==> src/rtl/oam_dma.sv <==
// OAM DMA engine: copies LENGTH bytes from page_q*0x100 into OAM, one byte per
// cycle, with a one-cycle read-to-write pipeline and abort-on-restart.
module oam_dma #(
  parameter int unsigned LENGTH       = 160,
  parameter int unsigned SETUP_CYCLES = 1
) (
  input  logic        clk,
  input  logic        rst,
  input  logic        start,
  input  logic [7:0]  src_page,
  output logic        rd_en,
  output logic [15:0] rd_addr,
  input  logic [7:0]  rd_data,
  output logic        wr_en,
  output logic [7:0]  wr_addr,
  output logic [7:0]  wr_data,
  output logic        busy,
  output logic        done
);

  localparam int unsigned CNT_W = (SETUP_CYCLES > 1) ? $clog2(SETUP_CYCLES) : 1;
  localparam logic [7:0]       LAST_IDX   = 8'(LENGTH - 1);
  localparam logic [CNT_W-1:0] LAST_SETUP = CNT_W'(SETUP_CYCLES - 1);

  typedef enum logic [1:0] {IDLE, SETUP, XFER, DRAIN} state_t;

  // Pages 0xE0-0xFF alias the work RAM at 0xC0-0xDF.
  function automatic logic [7:0] eff_page(input logic [7:0] p);
    return (p >= 8'hE0) ? p - 8'h20 : p;
  endfunction

  state_t           state_q, state_d;
  logic [7:0]       page_q, page_d;
  logic [7:0]       idx_q, idx_d;
  logic [CNT_W-1:0] cnt_q, cnt_d;
  logic             wr_pend_q, wr_pend_d;
  logic [7:0]       wr_idx_q, wr_idx_d;
  logic             done_q, done_d;
  logic [15:0]      rd_addr_q, rd_addr_d;
  logic [7:0]       wr_addr_q, wr_addr_d;
  logic [7:0]       wr_data_q, wr_data_d;

  always_comb begin
    state_d   = state_q;
    page_d    = page_q;
    idx_d     = idx_q;
    cnt_d     = cnt_q;
    wr_pend_d = 1'b0;
    wr_idx_d  = wr_idx_q;
    done_d    = 1'b0;

    // Address/data outputs hold their last driven value while idle.
    rd_en     = (state_q == XFER);
    rd_addr   = rd_en ? {page_q, idx_q} : rd_addr_q;
    wr_en     = wr_pend_q;
    wr_addr   = wr_pend_q ? wr_idx_q : wr_addr_q;
    wr_data   = wr_pend_q ? rd_data : wr_data_q;
    busy      = (state_q != IDLE);
    done      = done_q;
    rd_addr_d = rd_addr;
    wr_addr_d = wr_addr;
    wr_data_d = wr_data;

    unique case (state_q)
      IDLE: ;
      SETUP: begin
        if (cnt_q == LAST_SETUP) begin
          state_d = XFER;
        end else begin
          cnt_d = cnt_q + 1'b1;
        end
      end
      XFER: begin
        wr_pend_d = 1'b1;
        wr_idx_d  = idx_q;
        if (idx_q == LAST_IDX) begin
          state_d = DRAIN;
        end else begin
          idx_d = idx_q + 8'd1;
        end
      end
      DRAIN: begin
        state_d = IDLE;
        done_d  = 1'b1;
      end
      default: state_d = IDLE;
    endcase

    // A start in any state (re)launches a transfer; in-flight work is discarded.
    if (start) begin
      state_d   = SETUP;
      page_d    = eff_page(src_page);
      idx_d     = 8'd0;
      cnt_d     = '0;
      wr_pend_d = 1'b0;
      done_d    = 1'b0;
    end
  end

  always_ff @(posedge clk) begin
    if (rst) begin
      state_q   <= IDLE;
      page_q    <= 8'h00;
      idx_q     <= 8'h00;
      cnt_q     <= '0;
      wr_pend_q <= 1'b0;
      wr_idx_q  <= 8'h00;
      done_q    <= 1'b0;
      rd_addr_q <= 16'h0000;
      wr_addr_q <= 8'h00;
      wr_data_q <= 8'h00;
    end else begin
      state_q   <= state_d;
      page_q    <= page_d;
      idx_q     <= idx_d;
      cnt_q     <= cnt_d;
      wr_pend_q <= wr_pend_d;
      wr_idx_q  <= wr_idx_d;
      done_q    <= done_d;
      rd_addr_q <= rd_addr_d;
      wr_addr_q <= wr_addr_d;
      wr_data_q <= wr_data_d;
    end
  end

endmodule

==> config.mk <==
export PLATFORM = sky130hd
export DESIGN_NAME = oam_dma
export DESIGN_NICKNAME = d
export VERILOG_FILES = /design/src/rtl/oam_dma.sv
export SDC_FILE = /design/constraint.sdc
export NUM_CORES = 1
export LEC_CHECK = 0
export CAP_MARGIN = 25
export CORE_ASPECT_RATIO = 0.5
export CORE_MARGIN = 4
export CORE_UTILIZATION = 50
export DETAILED_ROUTE_END_ITERATION = 12
export PLACE_DENSITY = 0.91
export SYNTH_ARGS = -nofsm -noshare
export SYNTH_HDL_FRONTEND = slang
export SYNTH_SLANG_ARGS = --single-unit
==> constraint.sdc <==
create_clock -name clk -period 3.2 [get_ports clk]
set_clock_uncertainty 0.2 [all_clocks]
set_input_delay 0.96 -clock clk [delete_from_list [all_inputs] [get_ports clk]]
set_output_delay 0.96 -clock clk [all_outputs]
set_load 0.05 [all_outputs]
==> results of run 1 <==
## cell type report
type	instances	area [µm²]
Clock buffer	13	179
Clock inverter	3	18.8
Fill cell	319	1280
Inverter	4	18.8
Multi-Input combinational cell	166	1080
Sequential cell	60	1200
Tap cell	66	82.6
Timing Repair Buffer	58	622
## state kept, by name (all words and copies together) (netlist names)
register	cells
state_q	2
page_q	8
rd_addr_q	16
wr_data_q	8
done	1
idx_q	8
wr_idx_q	8
wr_en	1
wr_addr_q	8
## cell families after synthesis
kind of cell / after synthesis / share of synthesized area [%]
compound gates: 32 / 7.19
buf+inv: 18 / 4.25
fa+ha+maj: 2 / 1.05
mux: 32 / 14.7
simple gates: 100 / 22.4
flops: 60 / 50.4
## tightest hold or removal path, delay by kind of cell, from the launching register on
kind,cells,cell delay (ns)
compound gates,1,0.05
flops,1,0.31
simple gates,1,0.05
## synthesized netlist by cell type (all sizes together) (2+ instances only)
cell,count
mux2,24
ha,2
nand3,5
o21ai,2
buf,9
dfxtp,60
mux2i,8
nor2b,24
or3,4
clkbuf,5
or2,3
nand4,2
nor2,8
nand3b,3
nand2b,4
o31ai,2
or4,2
and3,2
nand2,37
inv,3
a21oi,25
## power by group through the flow
stage          clock network, mW  logic (mW)  registers [mW]
2_1_floorplan                  0      0.0571           0.776
6_report                   0.637      0.0976           0.762
4_1_cts                    0.655      0.0975           0.762
3_5_place_dp                   0      0.0972           0.778
5_1_grt                    0.688       0.104           0.762
3_3_place_gp                   0      0.0935           0.777
## final timing paths
check | cells after the start | end | slack, ns | startpoint
setup / recovery | 6 | rd_addr[2] | 0.21 | state_q[0]
hold / removal | 2 | wr_idx_q[0] | 0.25 | wr_idx_q[0]
setup reg to reg | 3 | idx_q[4] | 1.42 | state_q[1]
hold reg to reg | 2 | wr_idx_q[0] | 0.25 | wr_idx_q[0]
## layout by cell type, fill, tap and decap left out, types with 2 or more instances in the layout
master / instances
clkinv_2: 2
a21oi_1: 25
nand3_1: 5
buf_4: 26
nand4_1: 2
nor2_1: 8
clkdlybuf4s50_1: 19
dfxtp_1: 60
nand2_1: 37
nor2b_1: 24
ha_1: 2
or2_2: 3
o31ai_1: 2
mux2i_1: 8
inv_1: 3
or3_1: 4
or4_1: 2
mux2_2: 24
buf_12: 11
nand2b_1: 4
clkbuf_8: 13
o21ai_0: 2
nand3b_1: 2
## through the flow
step / instance area (µm²) / cells
after floorplan: 2380 / 244
after global placement: 3000 / 354
after detailed placement: 3000 / 354
after CTS: 3200 / 370
after global routing: 3200 / 370
final: 3200 / 370
## per-layer routing
metal  vias to the layer above  routed length, µm
li1                        942                  -
met1                       911               2040
met2                        81               2700
met3                         6                388
met4                         0                 49
met5                         -                  0
==> results.md, run 1 <==
* CTS Sinks at 60
* Final Cycle Share at ~94%
* Worst Hold Class: register to register
* Clk Latency, worst-skew pair at between 0.3 and 0.4 ns
* Post-CTS Hold Buffers at 0
* Mapped cell area at between 2000 and 2500 µm²
* CTS Buf Count at 9
* Syn-to-layout area delta at 34.4%
* Crit Path Class: register to output port
* Slew margin rel. at 49.3%
* Pint at ~1.2 mW
* Max-capacitance violation count at 0
* Worst slew pin tran at approximately 0.76 ns
* Largest stage delay, worst path at ~0.42 ns
* Worst-path cell chain: nand2b_1 -> buf_6 -> clkinvlp_4 -> nand2_1 -> nand2_1 -> buf_4
* Leakage dissipation at between 1 and 1.5 nW
* First-pass GRT wire length at 8370 µm
* Seq pwr share at around half
* Total Wirelength at between 5000 and 6000 µm
* Part of the power in combinational logic at under 10%
* P per Cell Area at approximately 470 nW/µm²
* Slew Limit Fails at 0
* Ys Warns at 0
* Ys flop type: dfxtp_1
* Met3 usage at ~7.1%
* Via count at 1940
* Syn nets at around 270
* Setup tns final at 0 ns
* CP Capture Type: output port
* Antenna diodes at 0
* Gp weighted congestion at 0.882
* Vias/cell at between 5 and 6
* Root cell of the clock tree: clkbuf_8
* Fin crit period at between 2 and 3 ns
* Top cell by count, worst path: nand2_1
* Post-route ant nets at 0
* Initial Utilization at a little over half
* Synth async-reset ratio at 0%
* Site Rows at 17
* Worst EP required at around 2.0 ns
* Post-layout power at between 1 and 1.5 mW
* Sequential area share after synthesis at slightly above 50%
* EDFF count, synth at 0
* Startpoint Class: register
* WL/cell at 14.0 µm
* Max Freq at between 300 and 400 MHz
* Clock power share at a little over two fifths
* Initial antenna violation count at 0
* Unrepaired setup endpoints after global routing: no
* # port buffers at between 50 and 60
* CTS tree: done
* Remaining Overflow, GRT at 0
* Outcome: finished clean
* Switching part of the total at roughly 22%
* Largest net degree at the start of global routing at 33
* Post-route setup slack at 0.206 ns
* Synth area leader: dfxtp_1
* Synth area leaders: dfxtp_1 (50%), mux2_2 (11%), nor2b_1 (6.3%)
* Synthesized netlist cell count at ~240
* Crit path max-delay family: buffers and inverters
* Worst hold margin at roughly 0.25 ns
* Post-synthesis cell type count at 35
* Maximum vdd drop at about 310 µV
* GRT Max-Usage Layer: met2
* Total GRT Usage at 17.6%
* Met1 global-route usage at 18.8%
* Number of buffers and inverters on the critical path at 3
* CP Data Arrival Time at approximately 1.8 ns
* Switch Pwr at ~0.33 mW
* Pre-antenna DRT Iters at 5
* Post-synthesis average cell area at around 9.8 µm²
* Final Hold Vio Count at 0
* Clock Tree Buf Depth at 2
* Post-cts resize count at 0
* Vias in the first global route at 1913
* Core area at between 4000 and 5000 µm²
* DRC Markers at 0
* Final setup fails at 0
* Layout Nets at between 300 and 400
* Met2 Usage GRT at 31.4%
* CP max FO at 28
* # H-tree levels at 3
* Die ar. at 6000 µm²
* Top cell type's share of synthesized area at 50.4%
* 1st-iter DRT viols at ~160
* Chip Height at roughly 57 µm
* Clock transition at the registers of the reported paths at roughly 0.06 ns
* Layout cell share with drive strength beyond 1 at 28.3%
* Max stage delay cell, worst path: dfxtp_1
* Synth Register Bits at 60
* IO Count at 55
* Fin util at roughly 71%
* HPWL Detailed at ~3600 µm
* Die Width at 106 µm
* Pre-CTS WS at 0.210 ns
* Setup Fix Bufs, Post-CTS at 0
No activity file was read; power rests on OpenSTA's default activity.
==> run 2, diff against run 1 <==
--- a/config.mk
+++ b/config.mk
@@ -7,7 +7,6 @@
 export LEC_CHECK = 0
 export CAP_MARGIN = 25
 export CORE_ASPECT_RATIO = 0.5
-export CORE_MARGIN = 4
 export CORE_UTILIZATION = 50
 export DETAILED_ROUTE_END_ITERATION = 12
 export PLACE_DENSITY = 0.91
==> results.md, run 2 (synthesis gave the netlist of run 1 again) <==
* Outcome: finished clean
* Final std cells w/o fill at around 370
* Worst setup path start: state_q[0]
* Initial antenna violation count at 0
* CTS Sinks at 60
* Vias in the first global route at 1851
* Post-CTS Hold Buffers at 0
* Startpoint Class: register
* # port buffers at 54
* Max-capacitance violation count at 0
* Min-delay src: wr_idx_q[5]
* Core area at roughly 4500 µm²
* Clock Tree Buf Depth at 2
* CTS Buf Count at 9
* CP Capture Type: output port
* DRC Markers at 0
* CP Data Arrival Time at around 1.9 ns
* Pre-CTS WS at about 0.21 ns
* Clock transition at the registers of the reported paths at roughly 0.060 ns
* IO Count at between 50 and 60
* Die ar. at 5060 µm²
* Final instance area at around 3200 µm²
* Register with the highest flop count: rd_addr_q
* Crit Path Class: register to output port
* Cells after DPL at approximately 350
* Layout Nets at 320
* Final Hold Vio Count at 0
* Max reg flops at 16
* Vias/cell at about 5.2
* 1st-iter DRT viols at 82
* Worst hold margin at 0.258 ns
* Top cell by count, worst path: nand2_1
* HPWL Detailed at about 3500 µm
* Worst EP required at between 2 and 2.5 ns
* First-pass GRT wire length at a little over 8000 µm
* Clk Latency, worst-skew pair at approximately 0.33 ns
* Via count at 1908
* Post-route setup slack at approximately 0.11 ns
* Setup tns final at 0 ns
* Most frequent cells in the layout: dfxtp_1 (60), nand2_1 (37), buf_4 (27)
* CTS tree: done
* Final setup fails at 0
* Initial Utilization at 53.1%
* Largest net degree at the start of global routing at 29
* Worst Hold Class: register to register
* CP max FO at 11
* Chip Height at 50.8 µm
* # H-tree levels at 3
* Total GRT Usage at between 20 and 25%
* P per Cell Area at ~440 nW/µm²
* Antenna diodes at 0
* Worst-path cell chain: nand2b_2 -> clkinv_1 -> nand2_1 -> nand2_1 -> buf_4
* Slew margin rel. at between 50% and 60%
* Leakage dissipation at 1.35 nW
* Site Rows at 17
* Fin crit period at about 3.1 ns
* Maximum vdd drop at ~250 µV
* Post-route ant nets at 0
* Root cell of the clock tree: clkbuf_8
* Worst r2r src: state_q[1]
* Layout cell share with drive strength beyond 1 at a little over a quarter
* Max Freq at approximately 320 MHz
* Die Width at between 90 and 100 µm
* Crit path max-delay family: simple AND/OR/NAND/NOR gates
* Largest stage delay, worst path at approximately 0.42 ns
* Max stage delay cell, worst path: dfxtp_1
* Remaining Overflow, GRT at 0
* Number of buffers and inverters on the critical path at 2
* Syn-to-layout area delta at 32.2%
* Worst slew pin tran at just over 0.7 ns
* Total Wirelength at ~5000 µm
* Commonest non-fill, non-tap cell in the layout: dfxtp_1
* Pre-antenna DRT Iters at 5
* Final Cycle Share at 96.5%
* Unrepaired setup endpoints after global routing: no
* Gp weighted congestion at just over 0.9
* Placement-stage cell area at 3000 µm²
* WL/cell at approximately 13 µm
* Slew Limit Fails at 0
[run 2: changes by cell type in the layout (fill, tap and decap cells not counted), sizes merged]
cell / before / now
clkinvlp: 1 / 0
clkinv: 3 / 4
clkbuf: 13 / 12
[run 2: cell type report]
cell class                 instances  area [µm²]
tap                               66        82.6
multi-input combinational        166        1080
inverter                           4        15.0
sequential                        60        1200
fill                             331        1340
clock inverter                     3        15.0
timing repair buffer              58         618
clock buffer                      12         135
[run 2: final timing paths]
| kind | slack, ns | cells after the start | endpoint |
|---|---|---|---|
| max | 0.11 | 5 | rd_addr[4] |
| min | 0.26 | 2 | wr_idx_q[5] |
| max reg2reg | 1.43 | 4 | idx_q[0] |
| min reg2reg | 0.26 | 2 | wr_idx_q[5] |
[run 2: timing repair]
item / in CTS / in global routing
hold endpoints to repair: 0 / 0
endpoints found under the setup margin: 5 / 0
buffers inserted: 0 / 0
gates resized for setup: 1 / 0
[run 2: worst reg2reg max path: stages (launching register included)]
cell and delay, ns:
dfxtp_1 0.50, nand2b_2 0.27, buf_4 0.24, a21oi_1 0.25
mux2i_1 0.23
[run 2: layer usage]
metal / share of wire, % / global-route usage, % / routed length [µm]
met1: 43 / 23.3 / 2140
met2: 51 / 37.2 / 2520
met3: 4.7 / 9.58 / 232
met4: 1.3 / 8.82 / 65
met5: 0 / 0 / 0
[run 2: stage by stage]
stage	power (mW)	utilization, %
after CTS	1.42	70.2
final	1.40	70.2
after floorplan	0.833	-
after detailed placement	0.875	66.8
after global routing	1.46	70.2
after global placement	0.871	66.8
[run 2: power by group]
part	internal, mW	total (mW)	switching (mW)
Sequential	0.756	0.762	0.00630
Clock	0.273	0.539	0.266
Combinational	0.0465	0.0973	0.0508
Total	1.08	1.40	0.323
